==> src/rtl/interface_ram_pkg.sv <==
// Shared types and helpers for the cache-line to RAM-word burst interface.
// Latency: none (types and constant functions only).
// Backpressure: n/a.
package interface_ram_pkg;

  // Burst controller states
  typedef enum logic [1:0] {
    IDLE = 2'd0,
    XFER = 2'd1,
    DONE = 2'd2,
    ERR  = 2'd3
  } state_t;

  // Number of RAM words in one cache line
  function automatic int words_f(input int line_w, input int word_w);
    return line_w / word_w;
  endfunction

  // Word-index width; never narrower than one bit so single-word lines still work
  function automatic int idxw_f(input int words);
    return (words > 1) ? $clog2(words) : 1;
  endfunction

  // Bit offset of word idx inside a line
  function automatic int word_lsb(input int idx, input int word_w);
    return idx * word_w;
  endfunction

endpackage

==> src/rtl/interface_ram_word_seq.sv <==
// Word-index sequencer: wrapped order from crit for reads, ascending dirty words for writes.
// Latency: idx valid the cycle after load; advances one word per adv pulse.
// Backpressure: holds idx until adv; last flags the final word of the burst.
module interface_ram_word_seq
  import interface_ram_pkg::*;
#(
  parameter int WORDS = 4,
  parameter int IDXW  = 2
) (
  input  logic            clk,
  input  logic            rst,
  input  logic            load,
  input  logic            rnw,
  input  logic [WORDS-1:0] mask,
  input  logic [IDXW-1:0] crit,
  input  logic            adv,
  output logic [IDXW-1:0] idx,
  output logic            last
);

  logic             rnw_q;
  logic [WORDS-1:0] mask_q;
  logic [IDXW-1:0]  crit_q;
  logic [IDXW-1:0]  idx_q;
  logic [IDXW-1:0]  first_idx;
  logic [IDXW-1:0]  wrap_idx;
  logic [IDXW-1:0]  skip_idx;
  logic             skip_found;

  // Starting word: crit for reads, lowest dirty word for writes
  always_comb begin
    first_idx = crit;
    if (!rnw) begin
      first_idx = '0;
      for (int i = WORDS - 1; i >= 0; i--) begin
        if (mask[i]) first_idx = IDXW'(i);
      end
    end
  end

  // Next dirty word strictly above the current one (lowest such index wins)
  always_comb begin
    skip_idx   = '0;
    skip_found = 1'b0;
    for (int i = WORDS - 1; i >= 0; i--) begin
      if (mask_q[i] && (i > int'(idx_q))) begin
        skip_idx   = IDXW'(i);
        skip_found = 1'b1;
      end
    end
  end

  // Modulo-WORDS increment so non-power-of-two lines wrap correctly
  assign wrap_idx = (idx_q == IDXW'(WORDS - 1)) ? '0 : idx_q + 1'b1;

  // A read ends when the next word would be crit again; a write when no dirty word remains
  assign last = rnw_q ? (wrap_idx == crit_q) : !skip_found;
  assign idx  = idx_q;

  // Capture the burst shape on accept, then step on each completed word
  always_ff @(posedge clk) begin
    if (rst) begin
      rnw_q  <= 1'b0;
      mask_q <= '0;
      crit_q <= '0;
      idx_q  <= '0;
    end else if (load) begin
      rnw_q  <= rnw;
      mask_q <= mask;
      crit_q <= crit;
      idx_q  <= first_idx;
    end else if (adv) begin
      idx_q  <= rnw_q ? wrap_idx : skip_idx;
    end
  end

endmodule

==> src/rtl/interface_ram_burst.sv <==
// Moves one cache line to/from a word-wide RAM as a burst (masked writes, critical-word-first reads).
// Latency: accept at T, first RAM word at T+1, cache_ack at T+N+1 with zero-wait RAM; empty write at T+1.
// Backpressure: cache_ready only in IDLE; each RAM word held until ram_ack or TIMEOUT stalled cycles.
module interface_ram_burst
  import interface_ram_pkg::*;
#(
  parameter int ADDR_SIZE       = 13,
  parameter int CACHE_STR_WIDTH = 64,
  parameter int WORD_SIZE       = 16,
  parameter int TIMEOUT         = 255
) (
  input  logic                       clk,
  input  logic                       rst,
  input  logic                       cache_avalid,
  input  logic                       cache_rnw,
  input  logic [ADDR_SIZE-1:0]       cache_addr,
  input  logic [CACHE_STR_WIDTH-1:0] cache_wdata,
  input  logic [words_f(CACHE_STR_WIDTH, WORD_SIZE)-1:0] cache_wmask,
  input  logic [idxw_f(words_f(CACHE_STR_WIDTH, WORD_SIZE))-1:0] cache_crit,
  output logic                       cache_ready,
  output logic [CACHE_STR_WIDTH-1:0] cache_rdata,
  output logic                       cache_ack,
  output logic                       cache_err,
  output logic [ADDR_SIZE-1:0]       ram_addr,
  output logic [WORD_SIZE-1:0]       ram_wdata,
  output logic                       ram_avalid,
  output logic                       ram_rnw,
  input  logic [WORD_SIZE-1:0]       ram_rdata,
  input  logic                       ram_ack
);

  localparam int WORDS = words_f(CACHE_STR_WIDTH, WORD_SIZE);
  localparam int IDXW  = idxw_f(WORDS);
  localparam int TCW   = (TIMEOUT > 0) ? $clog2(TIMEOUT + 1) : 1;
  localparam int TLIM  = (TIMEOUT > 0) ? TIMEOUT - 1 : 0;

  state_t                     state;
  state_t                     state_nxt;
  logic [ADDR_SIZE-IDXW-1:0]  base_q;
  logic                       rnw_q;
  logic [CACHE_STR_WIDTH-1:0] wdata_q;
  logic [CACHE_STR_WIDTH-1:0] rdata_q;
  logic [TCW-1:0]             tcnt;
  logic                       accept;
  logic                       word_ack;
  logic                       timed_out;
  logic [IDXW-1:0]            idx;
  logic                       last;
  logic                       unused_addr_low;

  // Line-offset address bits are deliberately dropped: bursts are always line aligned
  assign unused_addr_low = ^cache_addr[IDXW-1:0];

  assign accept    = (state == IDLE) && cache_avalid;
  assign word_ack  = (state == XFER) && ram_ack;
  // The final stalled cycle is the one where the counter already holds TIMEOUT-1
  assign timed_out = (TIMEOUT != 0) && (tcnt == TCW'(TLIM));
  assign cache_rdata = rdata_q;

  interface_ram_word_seq #(
    .WORDS (WORDS),
    .IDXW  (IDXW)
  ) u_word_seq (
    .clk  (clk),
    .rst  (rst),
    .load (accept),
    .rnw  (cache_rnw),
    .mask (cache_wmask),
    .crit (cache_crit),
    .adv  (word_ack),
    .idx  (idx),
    .last (last)
  );

  // State register
  always_ff @(posedge clk) begin
    if (rst) state <= IDLE;
    else     state <= state_nxt;
  end

  // Next-state and output decode; ram ack outside XFER falls through untouched
  always_comb begin
    state_nxt   = state;
    cache_ready = 1'b0;
    cache_ack   = 1'b0;
    cache_err   = 1'b0;
    ram_avalid  = 1'b0;
    ram_rnw     = 1'b0;
    ram_addr    = '0;
    ram_wdata   = '0;
    case (state)
      IDLE: begin
        cache_ready = 1'b1;
        if (cache_avalid) begin
          state_nxt = (!cache_rnw && (cache_wmask == '0)) ? DONE : XFER;
        end
      end
      XFER: begin
        ram_avalid = 1'b1;
        ram_rnw    = rnw_q;
        ram_addr   = {base_q, idx};
        ram_wdata  = wdata_q[word_lsb(int'(idx), WORD_SIZE) +: WORD_SIZE];
        if (ram_ack) begin
          if (last) state_nxt = DONE;
        end else if (timed_out) begin
          state_nxt = ERR;
        end
      end
      DONE: begin
        cache_ack = 1'b1;
        state_nxt = IDLE;
      end
      ERR: begin
        cache_ack = 1'b1;
        cache_err = 1'b1;
        state_nxt = IDLE;
      end
      default: state_nxt = IDLE;
    endcase
  end

  // Request capture; the cache side is free to change its inputs after acceptance
  always_ff @(posedge clk) begin
    if (rst) begin
      base_q  <= '0;
      rnw_q   <= 1'b0;
      wdata_q <= '0;
    end else if (accept) begin
      base_q  <= cache_addr[ADDR_SIZE-1:IDXW];
      rnw_q   <= cache_rnw;
      wdata_q <= cache_wdata;
    end
  end

  // Read line assembly: only acked read words update, so a timed-out line keeps older words
  always_ff @(posedge clk) begin
    if (rst) begin
      rdata_q <= '0;
    end else if (word_ack && rnw_q) begin
      for (int i = 0; i < WORDS; i++) begin
        if (i == int'(idx)) rdata_q[word_lsb(i, WORD_SIZE) +: WORD_SIZE] <= ram_rdata;
      end
    end
  end

  // Per-word stall counter: zero outside XFER and on every ack
  always_ff @(posedge clk) begin
    if (rst || (state != XFER) || ram_ack) tcnt <= '0;
    else                                   tcnt <= tcnt + 1'b1;
  end

endmodule

==> config.mk <==
export PLATFORM = sky130hd
export DESIGN_NAME = interface_ram_burst
export DESIGN_NICKNAME = d
export VERILOG_FILES = /design/src/rtl/interface_ram_pkg.sv /design/src/rtl/interface_ram_word_seq.sv /design/src/rtl/interface_ram_burst.sv
export SDC_FILE = /design/constraint.sdc
export NUM_CORES = 1
export LEC_CHECK = 0
export BUFFER_PORTS_ARGS = -buffer_cell sky130_fd_sc_hd__buf_2
export CELL_PAD_IN_SITES_DETAIL_PLACEMENT = 1
export CELL_PAD_IN_SITES_GLOBAL_PLACEMENT = 2
export CORE_UTILIZATION = 31
export DETAILED_ROUTE_END_ITERATION = 10
export GPL_TIMING_DRIVEN = 0
export PLACE_DENSITY_LB_ADDON = 0.1
export SYNTH_ARGS = -nofsm -noshare
export SYNTH_HDL_FRONTEND = slang
export SYNTH_SLANG_ARGS = --single-unit
==> constraint.sdc <==
create_clock -name clk -period 4.9 [get_ports clk]
set_input_delay 1.225 -clock clk [delete_from_list [all_inputs] [get_ports clk]]
set_output_delay 1.225 -clock clk [all_outputs]
set_load 0.02 [all_outputs]
---- After elaboration in Yosys (flattened, before gate mapping) ----
Index checks and enable logic that the tools add are counted.
operators by class
  add/sub/neg operators ................... 2
  $lt $le $gt $ge ......................... 3
  equality and inequality tests ........... 13
  shift-type cells ........................ 1
  multiplexer cells ....................... 29
  reductions and logical operators ........ 21
operator list
  operator             number
  $shiftx 64x7->16     1
  $mux 2               17
  $mux 16              1
  $mux 13              1
  $mux 1               9
  $add 8x1->8 const B  1
  $eq 8x8->1 const B   1
  $reduce_and 2->1     4
  $logic_and 1x1->1    7
  $eq 2x2->1 const B   3
  $ne 3x3->1 const B   2
  $pmux 2 s3           1
  $eq 2x2->1 const A   2
  $gt 2x2->1 const A   2
  $logic_not 2->1      2
  $logic_not 4->1      1
  $reduce_and 3->1     1
  $add 2x1->2 const B  1
  $eq 1x2->1 const A   1
  $eq 2x1->1 const B   1
  $eq 2x2->1           1
  $gt 1x2->1 const A   1
  $logic_not 1->1      2
  $logic_or 1x1->1     2
  4 further kinds      4
word-level totals
  flip-flop bits (word level) ............. 158
  input bits .............................. 104
  output and inout port bits .............. 98

---- Depth between registers and ports, before layout ----
Gate-level depths: netlist of run 1.
  depth in word-level cells ............... 10
  mapped depth ............................ 9

---- Modules after synthesis ----
Synthesis of run 1 repeated with hierarchy kept, for this count alone.
second synthesis, totals
  cell total of the unflattened synthesis .. 722
  area, all modules ....................... 6775.2 um^2
modules (own cells, without submodules)
  module                  instances  cells each  area an instance (um^2)  seq. area each (um^2)
  interface_ram_burst     1          669         6301.0                   3002.9
  interface_ram_word_seq  1          53          474.2                    160.2

---- Least setup slack after synthesis of run 1 ----
No wires, ideal clock.
  path type ............................... register to output
  from .................................... register u_word_seq.idx_q[0] (netlist: u_word_seq.idx[0])
  to ...................................... output port ram_wdata[0]
  arrival ................................. 1.366 ns
  setup slack ............................. 2.309 ns
  cell stages (with the launch flop) ...... 4
  path buffers ............................ 1
  path through ............................ dfxtp_1 > buf_2 > mux4_2 > and2_1
on the way
  cells in the longest elaborated chain, start to end .. 2
RTL lines
  what                      line                          text
  start: declaration        interface_ram_word_seq.sv:24  logic [IDXW-1:0] idx_q;
  start signal: assignment  interface_ram_word_seq.sv:71  idx_q <= first_idx;
  start signal: assignment  interface_ram_word_seq.sv:73  idx_q <= rnw_q ? wrap_idx : skip_idx;
  $shiftx 64x7->16          interface_ram_burst.sv:102    ram_wdata = wdata_q[word_lsb(int'(idx), WORD_SIZE) +: WORD_SIZE];
  $mux 16                   interface_ram_burst.sv:91     case (state)
  end: declaration          interface_ram_burst.sv:25     output logic [WORD_SIZE-1:0] ram_wdata,
Every way passes these cells.

---- Worst setup path after layout of run 1 ----
  from .................................... register state[1]
  to ...................................... output port ram_wdata[4]
on the way
  cells in the longest elaborated chain, start to end .. 2
RTL lines
  what                      line                       text
  start: declaration        interface_ram_burst.sv:37  state_t state;
  start signal: assignment  interface_ram_burst.sv:78  else state <= state_nxt;
  $eq 2x1->1                interface_ram_burst.sv:91
  $mux 16                   interface_ram_burst.sv:91
Every way passes these cells.

==> results by group, run 1 <==
Run status
  • Status: completed

GRT
  • First-pass GRT wire length: about 34000 um
  • Initial antenna violation count: 3
  • GRT met1 Usage: 26.1%
  • GRT overflow: 0
  • Vias in the first global route: slightly above 6000
  • GRT Overall Usage: slightly above 20%
  • Largest net degree at the start of global routing: 17
  • GRT met3 Usage: under 10%
  • GRT busiest layer: met2
  • Met2 usage: approximately a third

Routing
  • Drt wl/cell: around 17 um
  • Vias post-DR: 5987
  • DRC violations left: 0
  • Via density: 4.69
  • Initial DRC Count: between 200 and 300
  • Final ANT Viol Nets: 0
  • TritonRoute pass-1 iters: 4
  • Final wirelength: about 21000 um

Critical path
  • Data arrival time of the worst path: between 2000 and 3000 ps
  • Crit Path Category: reg -> out
  • Crit end category: primary output
  • Critical path required time: around 3700 ps
  • Startpoint types: register
  • Worst-path fanout max: 10

Synth
  • Mapped Nets: between 800 and 900
  • Seq/Total Area, Yosys: 49.6%
  • Seq cells post-synth: between 150 and 200
  • Syn avg cell area: between 8 and 9 um2
  • Netlist cell types: 34
  • Gate count of the mapped netlist: a little under 800
  • YS warnings: 0
  • Netlist area before placement: around 6300 um2

STA
  • Final hold violation count: 0
  • Setup TNS: 0 ps
  • Final Setup Violations: 0
  • Slew of the pin with the lowest slew margin: 620 ps
  • Max Clock Freq: 0.269 GHz
  • Fin. max-slew vios: 0
  • Worst Hold Margin: approximately 450 ps
  • Final worst-path cycle share: between 70% and 80%
  • Clock Skew: just under 8 ps
  • RSZ-0062 raised after global routing: no
  • Relative slew slack: between 50% and 60%
  • Tmin final: approximately 3700 ps

Floorplanning
  • Die Y-Extent: approximately 140 um
  • DIE AREA: 21000 um2
  • Die width: 145 um
  • Initial Util: about a third
  • Num ports: roughly 200
  • # rows: between 50 and 60
  • Core ar.: roughly 20000 um2

Clock network
  • H-tree depth: 4
  • Cts hold-fix bufs: 0
  • Clock transition at path regs: 70 ps
  • Post-cts resize count: 0
  • Clock Latency Late Sink: 430 ps
  • TritonCTS buffer count: 17
  • Sink Count: around 160
  • Post-CTS Setup Inserts: 0
  • CTS Root Cell: clkbuf_16
  • Maximum buffer depth of the clock tree: 2
  • CTS tree: yes

Final layout
  • Final std cell area, no fill: between 8000 and 9000 um2
  • Layout cells sized above 1: roughly 28%
  • Syn-to-layout area delta: 30.6%
  • Fin nets: 1105

Job
  • Max cap viols: 0

Place
  • GP Congestion: 0.767
  • IO Port Bufs: 198
  • Dpl cell area: around 7700 um2
  • Hpwl dp: 16100 um

Worst hold path
  • Hold Crit Class: reg -> reg

Pwr
  • Pleak: 3.50 nW
  • Pwr/cell area: 381 nW/um2
  • Peak VDD IR: around 0.00027 V
-- worst paths after layout --
check	startpoint	endpoint	slack [ps]	depth (start not counted)
worst max register to register	u_word_seq.idx[1]	state[1]	2460	8
worst max-delay path	state[1]	ram_wdata[4]	1180	6
worst min register to register	base_q[10]	base_q[10]	450	2
worst min-delay path	base_q[10]	base_q[10]	450	2
-- registers in the layout (all words and copies together), names as in the netlist --
signal,flops
cache_rdata,64
wdata_q,64
base_q,11
tcnt,8
u_word_seq.mask_q,3
state,2
u_word_seq.crit_q,2
u_word_seq.idx,2
rnw_q,1
-- Yosys cell counts --
cell	number	share of area [%]
buf_6	4	0.71
nand4_1	3	0.30
nand3_1	5	0.40
mux4_2	16	5.7
inv_1	5	0.30
nor2b_1	1	0.099
nor4_1	1	0.099
o41ai_2	1	0.26
and4b_1	1	0.16
or3b_2	1	0.14
and4_1	1	0.14
o21ai_0	4	0.32
dfxtp_1	157	50
buf_2	21	1.7
o311ai_0	1	0.14
nand2b_1	2	0.20
a211oi_1	1	0.12
clkbuf_1	24	1.4
and3_1	1	0.099
xnor2_1	2	0.28
nor3_1	2	0.16
ha_1	6	1.2
buf_4	8	0.95
or3_1	3	0.30
and2_1	33	3.3
a21oi_1	148	12
nand2_1	298	18
a32o_1	2	0.32
nor3b_1	2	0.24
nand3b_1	1	0.12
a221oi_1	2	0.28
nor2_1	15	0.89
xor2_1	5	0.69
a311oi_1	1	0.14
-- per-layer routing --
layer	wire [um]	part of all wire (%)	vias to the layer above
met5	0	0	-
met4	294	1.4	0
met3	877	4.1	22
met2	10200	48	148
met1	9810	46	2818
li1	-	-	2999
-- cells in the final DEF, fill, tap and decap left out, drive strengths merged, types with 2 or more instances in the layout --
cell,count
diode,3
a32o,2
nand4,3
nand2,298
o21ai,4
bufinv,2
xor2,5
clkinv,3
ha,6
dfxtp,157
nor3b,2
inv,13
nand2b,2
xnor2,2
clkbuf,42
nor3,2
a221oi,2
or3,3
mux4,16
nor2,15
nand3,5
and2,33
buf,231
a21oi,148
-- layout make-up --
type	instances	area, um2
inverters	5	18.8
diodes	3	7.51
flip-flops and latches	157	3140
multi-input cells	559	2870
clock buffers	18	439
fillers	2445	11400
repair buffers	198	991
plain buffers	57	300
clock inverters	14	171
well taps	265	332
-- worst max-delay path, stage by stage, from the launching register on --
cell      delay (ps)
dfxtp_1          370
nand2b_1         230
inv_1            180
clkbuf_1         410
clkbuf_1         460
and2_1           240
buf_2            180
-- power by group --
part	leakage [nW]	switching, W	internal, W	total [W]
registers	1.28	0.0000354	0.00134	0.00137
clock network	0.298	0.000596	0.000785	0.00138
logic	1.93	0.000251	0.000152	0.000402
total	3.50	0.000882	0.00227	0.00315
-- cell families (layout without fill, tap and decap cells) --
family          count (synthesis)  after routing  share of synthesized area (%)
xor+xnor                        7              7                          0.968
buf+inv                        62            292                           5.04
simple gates                  370            370                           24.2
fa+ha+maj                       6              6                           1.19
flops                         157            157                           49.6
other cells                     0              3                              0
mux                            16             16                           5.69
compound gates                160            160                           13.3
-- per-stage QoR --
step / worst slack [ps] / utilization [%] / std cells / power [W]
3_5_place_dp: 1570 / 38.8 / 1241 / 0.00181
4_1_cts: 1100 / 41.9 / 1273 / 0.00319
2_1_floorplan: 2310 / - / 778 / 0.00164
3_3_place_gp: 1530 / 38.8 / 1241 / 0.00180
6_report: 1180 / 42.0 / 1276 / 0.00315
5_1_grt: 985 / 41.9 / 1274 / 0.00330
Note: power is estimated with default switching activity, not from simulation.
==> inputs of run 2 (changes only) <==
--- a/config.mk
+++ b/config.mk
@@ -8,7 +8,7 @@
 export BUFFER_PORTS_ARGS = -buffer_cell sky130_fd_sc_hd__buf_2
 export CELL_PAD_IN_SITES_DETAIL_PLACEMENT = 1
 export CELL_PAD_IN_SITES_GLOBAL_PLACEMENT = 2
-export CORE_UTILIZATION = 31
+export CORE_UTILIZATION = 26
 export DETAILED_ROUTE_END_ITERATION = 10
 export GPL_TIMING_DRIVEN = 0
 export PLACE_DENSITY_LB_ADDON = 0.1
==> constraint.sdc (replaced) <==
create_clock -name clk -period 3.3 [get_ports clk]
set_input_delay 0.825 -clock clk [delete_from_list [all_inputs] [get_ports clk]]
set_output_delay 0.825 -clock clk [all_outputs]
set_load 0.02 [all_outputs]
==> run 2 against run 1 <==
Effect of this change:
- power rose by 46%
- die area rose by 19%
- setup slack got worse by 900 ps
- clock skew rose by 2.4 ps
- clock-buffer cell count fell by 1
- sequential power rose by 48%
- utilization fell by 6.9 points
- via count fell by 1.0%
- sequential cell count did not move
- final cell count rose by 4.0%
- routed wire length rose by 4.5%
- critical path depth did not move
- critical path type unchanged
- critical endpoint unchanged
- largest cell class unchanged
- largest power group is now sequential cells
==> results by group, run 2 (synthesized netlist as in run 1, its figures left out) <==
Run status
  • Status: completed

Routing
  • Final wirelength: 22200 um (+4.5%)
  • Final ANT Viol Nets: 0 (unchanged)
  • TritonRoute pass-1 iters: 4 (unchanged)
  • Drt wl/cell: 16.7 um (+0.48%)
  • Vias post-DR: 5927 (-1.0%)
  • Initial DRC Count: 181 (-31%)
  • DRC violations left: 0 (unchanged)
  • Via density: 4.47 (-4.8%)

Floorplanning
  • Die Y-Extent: 158 um (+9.1%)
  • Die width: 158 um (+9.1%)
  • Num ports: 202 (unchanged)
  • DIE AREA: 25000 um2 (+19%)
  • # rows: 56 (+9.8%)
  • Core ar.: 23700 um2 (+20%)
  • Initial Util: 26.7% (-5.4 points)

Pwr
  • Pleak: 3.50 nW (-0.18%)
  • Peak VDD IR: 0.000253 V (-4.7%)
  • Pwr/cell area: 555 nW/um2 (+46%)

STA
  • RSZ-0062 raised after global routing: no
  • Worst Hold Margin: 452 ps (+3.11 ps)
  • Relative slew slack: 55.7% (-2.9 points)
  • Tmin final: 3020 ps
  • Final Setup Violations: 0 (unchanged)
  • Final hold violation count: 0 (unchanged)
  • Final setup margin: 275 ps (-901 ps)
  • Slew of the pin with the lowest slew margin: 664 ps (+43.9 ps)
  • Max Clock Freq: approximately 0.33 GHz
  • Final worst-path cycle share: 91.7%
  • Fin. max-slew vios: 0 (unchanged)
  • Clock Skew: 10.2 ps (+2.39 ps)
  • Setup TNS: 0 ps (unchanged)

Critical path
  • Critical-path cell list: nand2b_1 -> inv_1 -> clkbuf_2 -> clkbuf_2 -> and2_1 -> buf_2
  • Critical path required time: 2470 ps (-1200 ps)
  • Critical path depth: 6 (unchanged)
  • Data arrival time of the worst path: 2200 ps (-300 ps)
  • CP max-delay cell: dfxtp_1
  • Crit end category: primary output
  • Worst-path fanout max: 10 (unchanged)
  • Flop2flop setup slack: 890 ps (-1570 ps)
  • Cell family with the largest share of critical-path delay: buffers and inverters
  • Critical path's most frequent cell: clkbuf_2
  • Slowest stage delay, CP: 440 ps (-20 ps)
  • Buf/Inv on CP: 4 (unchanged)
  • Crit Path Category: reg -> out
  • Startpoint types: register
  • Reg2Reg Depth: 8 (unchanged)

Clock network
  • Clock transition at path regs: 70 ps (about the same)
  • Sink Count: 157 (unchanged)
  • CTS tree: yes
  • TritonCTS buffer count: 17 (unchanged)
  • Post-cts resize count: 2 (+2)
  • Post-CTS Setup Inserts: 0 (unchanged)
  • Clock Latency Late Sink: 430 ps (about the same)
  • Cts hold-fix bufs: 0 (unchanged)
  • CTS Root Cell: clkbuf_16
  • H-tree depth: 4 (unchanged)
  • Maximum buffer depth of the clock tree: 2 (unchanged)

GRT
  • First-pass GRT wire length: 34000 um (+1.1%)
  • GRT overflow: 0 (unchanged)
  • Largest net degree at the start of global routing: 17 (unchanged)
  • Initial antenna violation count: 0 (-3)
  • Vias in the first global route: 6001 (-0.65%)
  • GRT Overall Usage: 18.3% (-2.4 points)

Place
  • Dpl ws: 286 ps (-1280 ps)
  • IO Port Bufs: 198 (unchanged)
  • Hpwl dp: 16900 um (+5.0%)
  • GP Congestion: 0.752 (-2.0%)

Job
  • Max cap viols: 0 (unchanged)

Final layout
  • Most frequent cells in the layout: nand2_1, buf_2, dfxtp_1, a21oi_1, and2_1
  • Fillcell total: 2919 (+19%)
  • Commonest non-fill, non-tap cell in the layout: nand2_1
  • Diode count: 0 (-3)
  • Layout cells sized above 1: 28.1% (+0.20 points)
  • Syn-to-layout area delta: 31.1%
  • Fin nets: 1105 (unchanged)

Worst hold path
  • Hold Crit Class: reg -> reg
  • Hold Path Cell Cnt: 2 (unchanged)
## run 2: cell types whose count changed in the layout (fill, tap and decap cells not counted), sizes merged
| cell | before | now |
|---|---|---|
| bufinv | 2 | 1 |
| diode | 3 | 0 |
| clkbuf | 42 | 41 |
| inv | 13 | 15 |
## run 2: metal layers
metal  vias to the layer above  GRT usage, %  wire length [um]
met4                         0          5.08               183
met2                       144          31.5             10600
met5                         -             0                 0
li1                       2990             -                 -
met1                      2782          23.6             10500
met3                        11          3.01               870
## run 2: worst paths after layout
kind                           from            to
setup reg to reg  u_word_seq.idx[1]      state[1]
setup / recovery           state[0]  ram_wdata[4]
hold reg to reg           base_q[9]     base_q[9]
hold / removal            base_q[9]     base_q[9]
## run 2: power breakdown
part / switching [W] / leakage [nW] / total (W) / internal [W]
clock: 0.000898 / 0.286 / 0.00197 / 0.00107
sequential: 0.0000516 / 1.28 / 0.00203 / 0.00198
combinational: 0.000377 / 1.93 / 0.000603 / 0.000226
total: 0.00133 / 3.50 / 0.00461 / 0.00328
## run 2: worst min-delay path, cell delays in order, from the launching register on
cell and delay [ps]:
dfxtp_1 300, nand2_1 50, a21oi_1 50
## run 2: stage by stage
step / total power (W) / utilization, % / std cells / cell area, um2
after global routing: 0.00482 / 35.1 / 1327 / 8300
after floorplan: 0.00243 / - / 778 / 6330
final: 0.00461 / 35.1 / 1327 / 8300
after CTS: 0.00469 / 35.1 / 1327 / 8300
after detailed placement: 0.00269 / 32.6 / 1295 / 7720
after global placement: 0.00269 / 32.6 / 1295 / 7720
## run 2: area by class of cell
cell class	instances	area, um2	share of cell area [%]
tap	319	399	4.81
buffer	57	303	3.65
sequential	157	3140	37.9
multi-input combinational	559	2870	34.6
clock buffer	17	425	5.12
clock inverter	15	151	1.82
timing repair buffer	198	991	11.9
inverter	5	18.8	0.226
==> inputs of run 3 (changes only) <==
--- a/config.mk
+++ b/config.mk
@@ -11,6 +11,7 @@
 export CORE_UTILIZATION = 26
 export DETAILED_ROUTE_END_ITERATION = 10
 export GPL_TIMING_DRIVEN = 0
+export MAX_ROUTING_LAYER = met4
 export PLACE_DENSITY_LB_ADDON = 0.1
 export SYNTH_ARGS = -nofsm -noshare
 export SYNTH_HDL_FRONTEND = slang
==> run 3 against run 2 <==
Effect of this change:
- clock-buffer cell count is the same
- sequential power barely moved
- first-iteration DRC count increased by 1.1%
- critical endpoint unchanged
- routed wire length is 0.40% higher
- worst hold slack is essentially flat
- highest routed layer unchanged
- critical path type unchanged
==> results by group, run 3 (synthesized netlist as in run 1, its figures left out) <==
Floorplanning
  • # rows: 56 (unchanged)
  • Num ports: 202 (unchanged)
  • Core ar.: 23700 um2 (unchanged)
  • DIE AREA: 25000 um2 (unchanged)
  • Die width: 158 um (unchanged)
  • Die Y-Extent: 158 um (unchanged)
  • Initial Util: 26.7% (unchanged)

Place
  • IO Port Bufs: 198 (unchanged)
  • GP Congestion: 0.761 (+1.3%)
  • Hpwl dp: 16900 um (unchanged)

Pwr
  • Pwr Total: 0.00461 W (+0.13%)
  • Peak VDD IR: 0.000251 V (-0.81%)
  • Pwr/cell area: 555 nW/um2 (+0.13%)
  • Pleak: 3.50 nW (unchanged)

Final layout
  • Most frequent cells in the layout: nand2_1, buf_2, dfxtp_1, a21oi_1, and2_1
  • Syn-to-layout area delta: 31.1% (unchanged)
  • Util after Layout: 35.1% (unchanged)
  • Commonest non-fill, non-tap cell in the layout: nand2_1
  • Multi-input gate area: 2870 um2 (unchanged)
  • Fin nets: 1105 (unchanged)
  • Fillcell total: 2919 (unchanged)
  • Layout cells sized above 1: 28.1% (unchanged)
  • Reg area: 3140 um2 (unchanged)
  • Diode count: 0 (unchanged)

STA
  • Clock Skew: 10.0 ps (-0.225 ps)
  • Fin. max-slew vios: 0 (unchanged)
  • Final Setup Violations: 0 (unchanged)
  • Setup TNS: 0 ps (unchanged)
  • Final worst-path cycle share: 91.7% (about the same)
  • Slew of the pin with the lowest slew margin: 652 ps (-12.1 ps)
  • Tmin final: 3030 ps (+3.01 ps)
  • Relative slew slack: 56.5% (+0.80 points)
  • Max Clock Freq: 0.330 GHz (about the same)
  • RSZ-0062 raised after global routing: no
  • Worst Hold Margin: 452 ps (+0.0200 ps)
  • Final hold violation count: 0 (unchanged)

Routing
  • Final wirelength: 22300 um (+0.40%)
  • Initial DRC Count: 183 (+1.1%)
  • Vias post-DR: 5934 (+0.12%)
  • Via density: 4.47 (+0.12%)
  • DRC violations left: 0 (unchanged)
  • TritonRoute pass-1 iters: 4 (unchanged)
  • Drt wl/cell: 16.8 um (+0.40%)
  • Final ANT Viol Nets: 0 (unchanged)

Clock network
  • H-tree depth: 4 (unchanged)
  • Maximum buffer depth of the clock tree: 2 (unchanged)
  • CTS Root Cell: clkbuf_16
  • TritonCTS buffer count: 17 (unchanged)
  • Clock Latency Late Sink: 430 ps (about the same)
  • CTS tree: yes
  • Post-cts resize count: 2 (unchanged)
  • Post-CTS Setup Inserts: 0 (unchanged)
  • Cts hold-fix bufs: 0 (unchanged)
  • Clock transition at path regs: 70 ps (about the same)
  • Sink Count: 157 (unchanged)

GRT
  • GRT overflow: 0 (unchanged)
  • Vias in the first global route: 5988 (-0.22%)
  • Largest net degree at the start of global routing: 17 (unchanged)
  • Initial antenna violation count: 0 (unchanged)
  • GRT Overall Usage: 18.9% (+0.60 points)
  • First-pass GRT wire length: 34100 um (+0.14%)

Critical path
  • Worst-path fanout max: 10 (unchanged)
  • Data arrival time of the worst path: 2200 ps (about the same)
  • Crit end category: primary output
  • Startpoint types: register
  • Crit Path Category: reg -> out
  • Critical path required time: 2470 ps (about the same)

Job
  • Max cap viols: 0 (unchanged)

Run status
  • Status: completed

Worst hold path
  • Hold Crit Class: reg -> reg
run 3: worst paths after layout:
path	cells after the start	slack [ps]	startpoint	to
setup / recovery	6	270	state[0]	ram_wdata[4]
hold / removal	2	450	base_q[9]	base_q[9]
setup reg to reg	8	890	u_word_seq.idx[1]	state[1]
hold reg to reg	2	450	base_q[9]	base_q[9]
run 3: power by group:
group / switching, W / internal (W) / total (W)
registers: 0.0000520 / 0.00198 / 0.00203
clock network: 0.000903 / 0.00107 / 0.00197
logic: 0.000378 / 0.000226 / 0.000605
run 3: final cells by class:
type                    instances  share of cell area [%]
flip-flops and latches        157                    37.9
multi-input cells             559                    34.6
repair buffers                198                    11.9
clock buffers                  17                    5.12
well taps                     319                    4.81
plain buffers                  57                    3.65
clock inverters                15                    1.82
inverters                       5                   0.226
run 3: per-stage QoR:
stage | instance area (um2) | worst slack, ps | std cells
6_report | 8300 | 272 | 1327
5_1_grt | 8300 | 98.4 | 1327
4_1_cts | 8300 | 208 | 1327
3_5_place_dp | 7720 | 286 | 1295
3_3_place_gp | 7720 | 214 | 1295
2_1_floorplan | 6330 | 1110 | 778
run 3: metal layers:
metal,GRT usage (%),wire length [um],vias up
li1,-,-,2991
met5,-,0,-
met2,31.5,10600,143
met4,5.08,187,0
met3,2.93,800,15
met1,23.9,10700,2785
run 3: worst max-delay path: stages, from the launching register on:
cell and delay (ps):
dfxtp_1 440, nand2b_1 160, inv_1 180, clkbuf_2 290, clkbuf_2 310, and2_1 210, buf_2 170
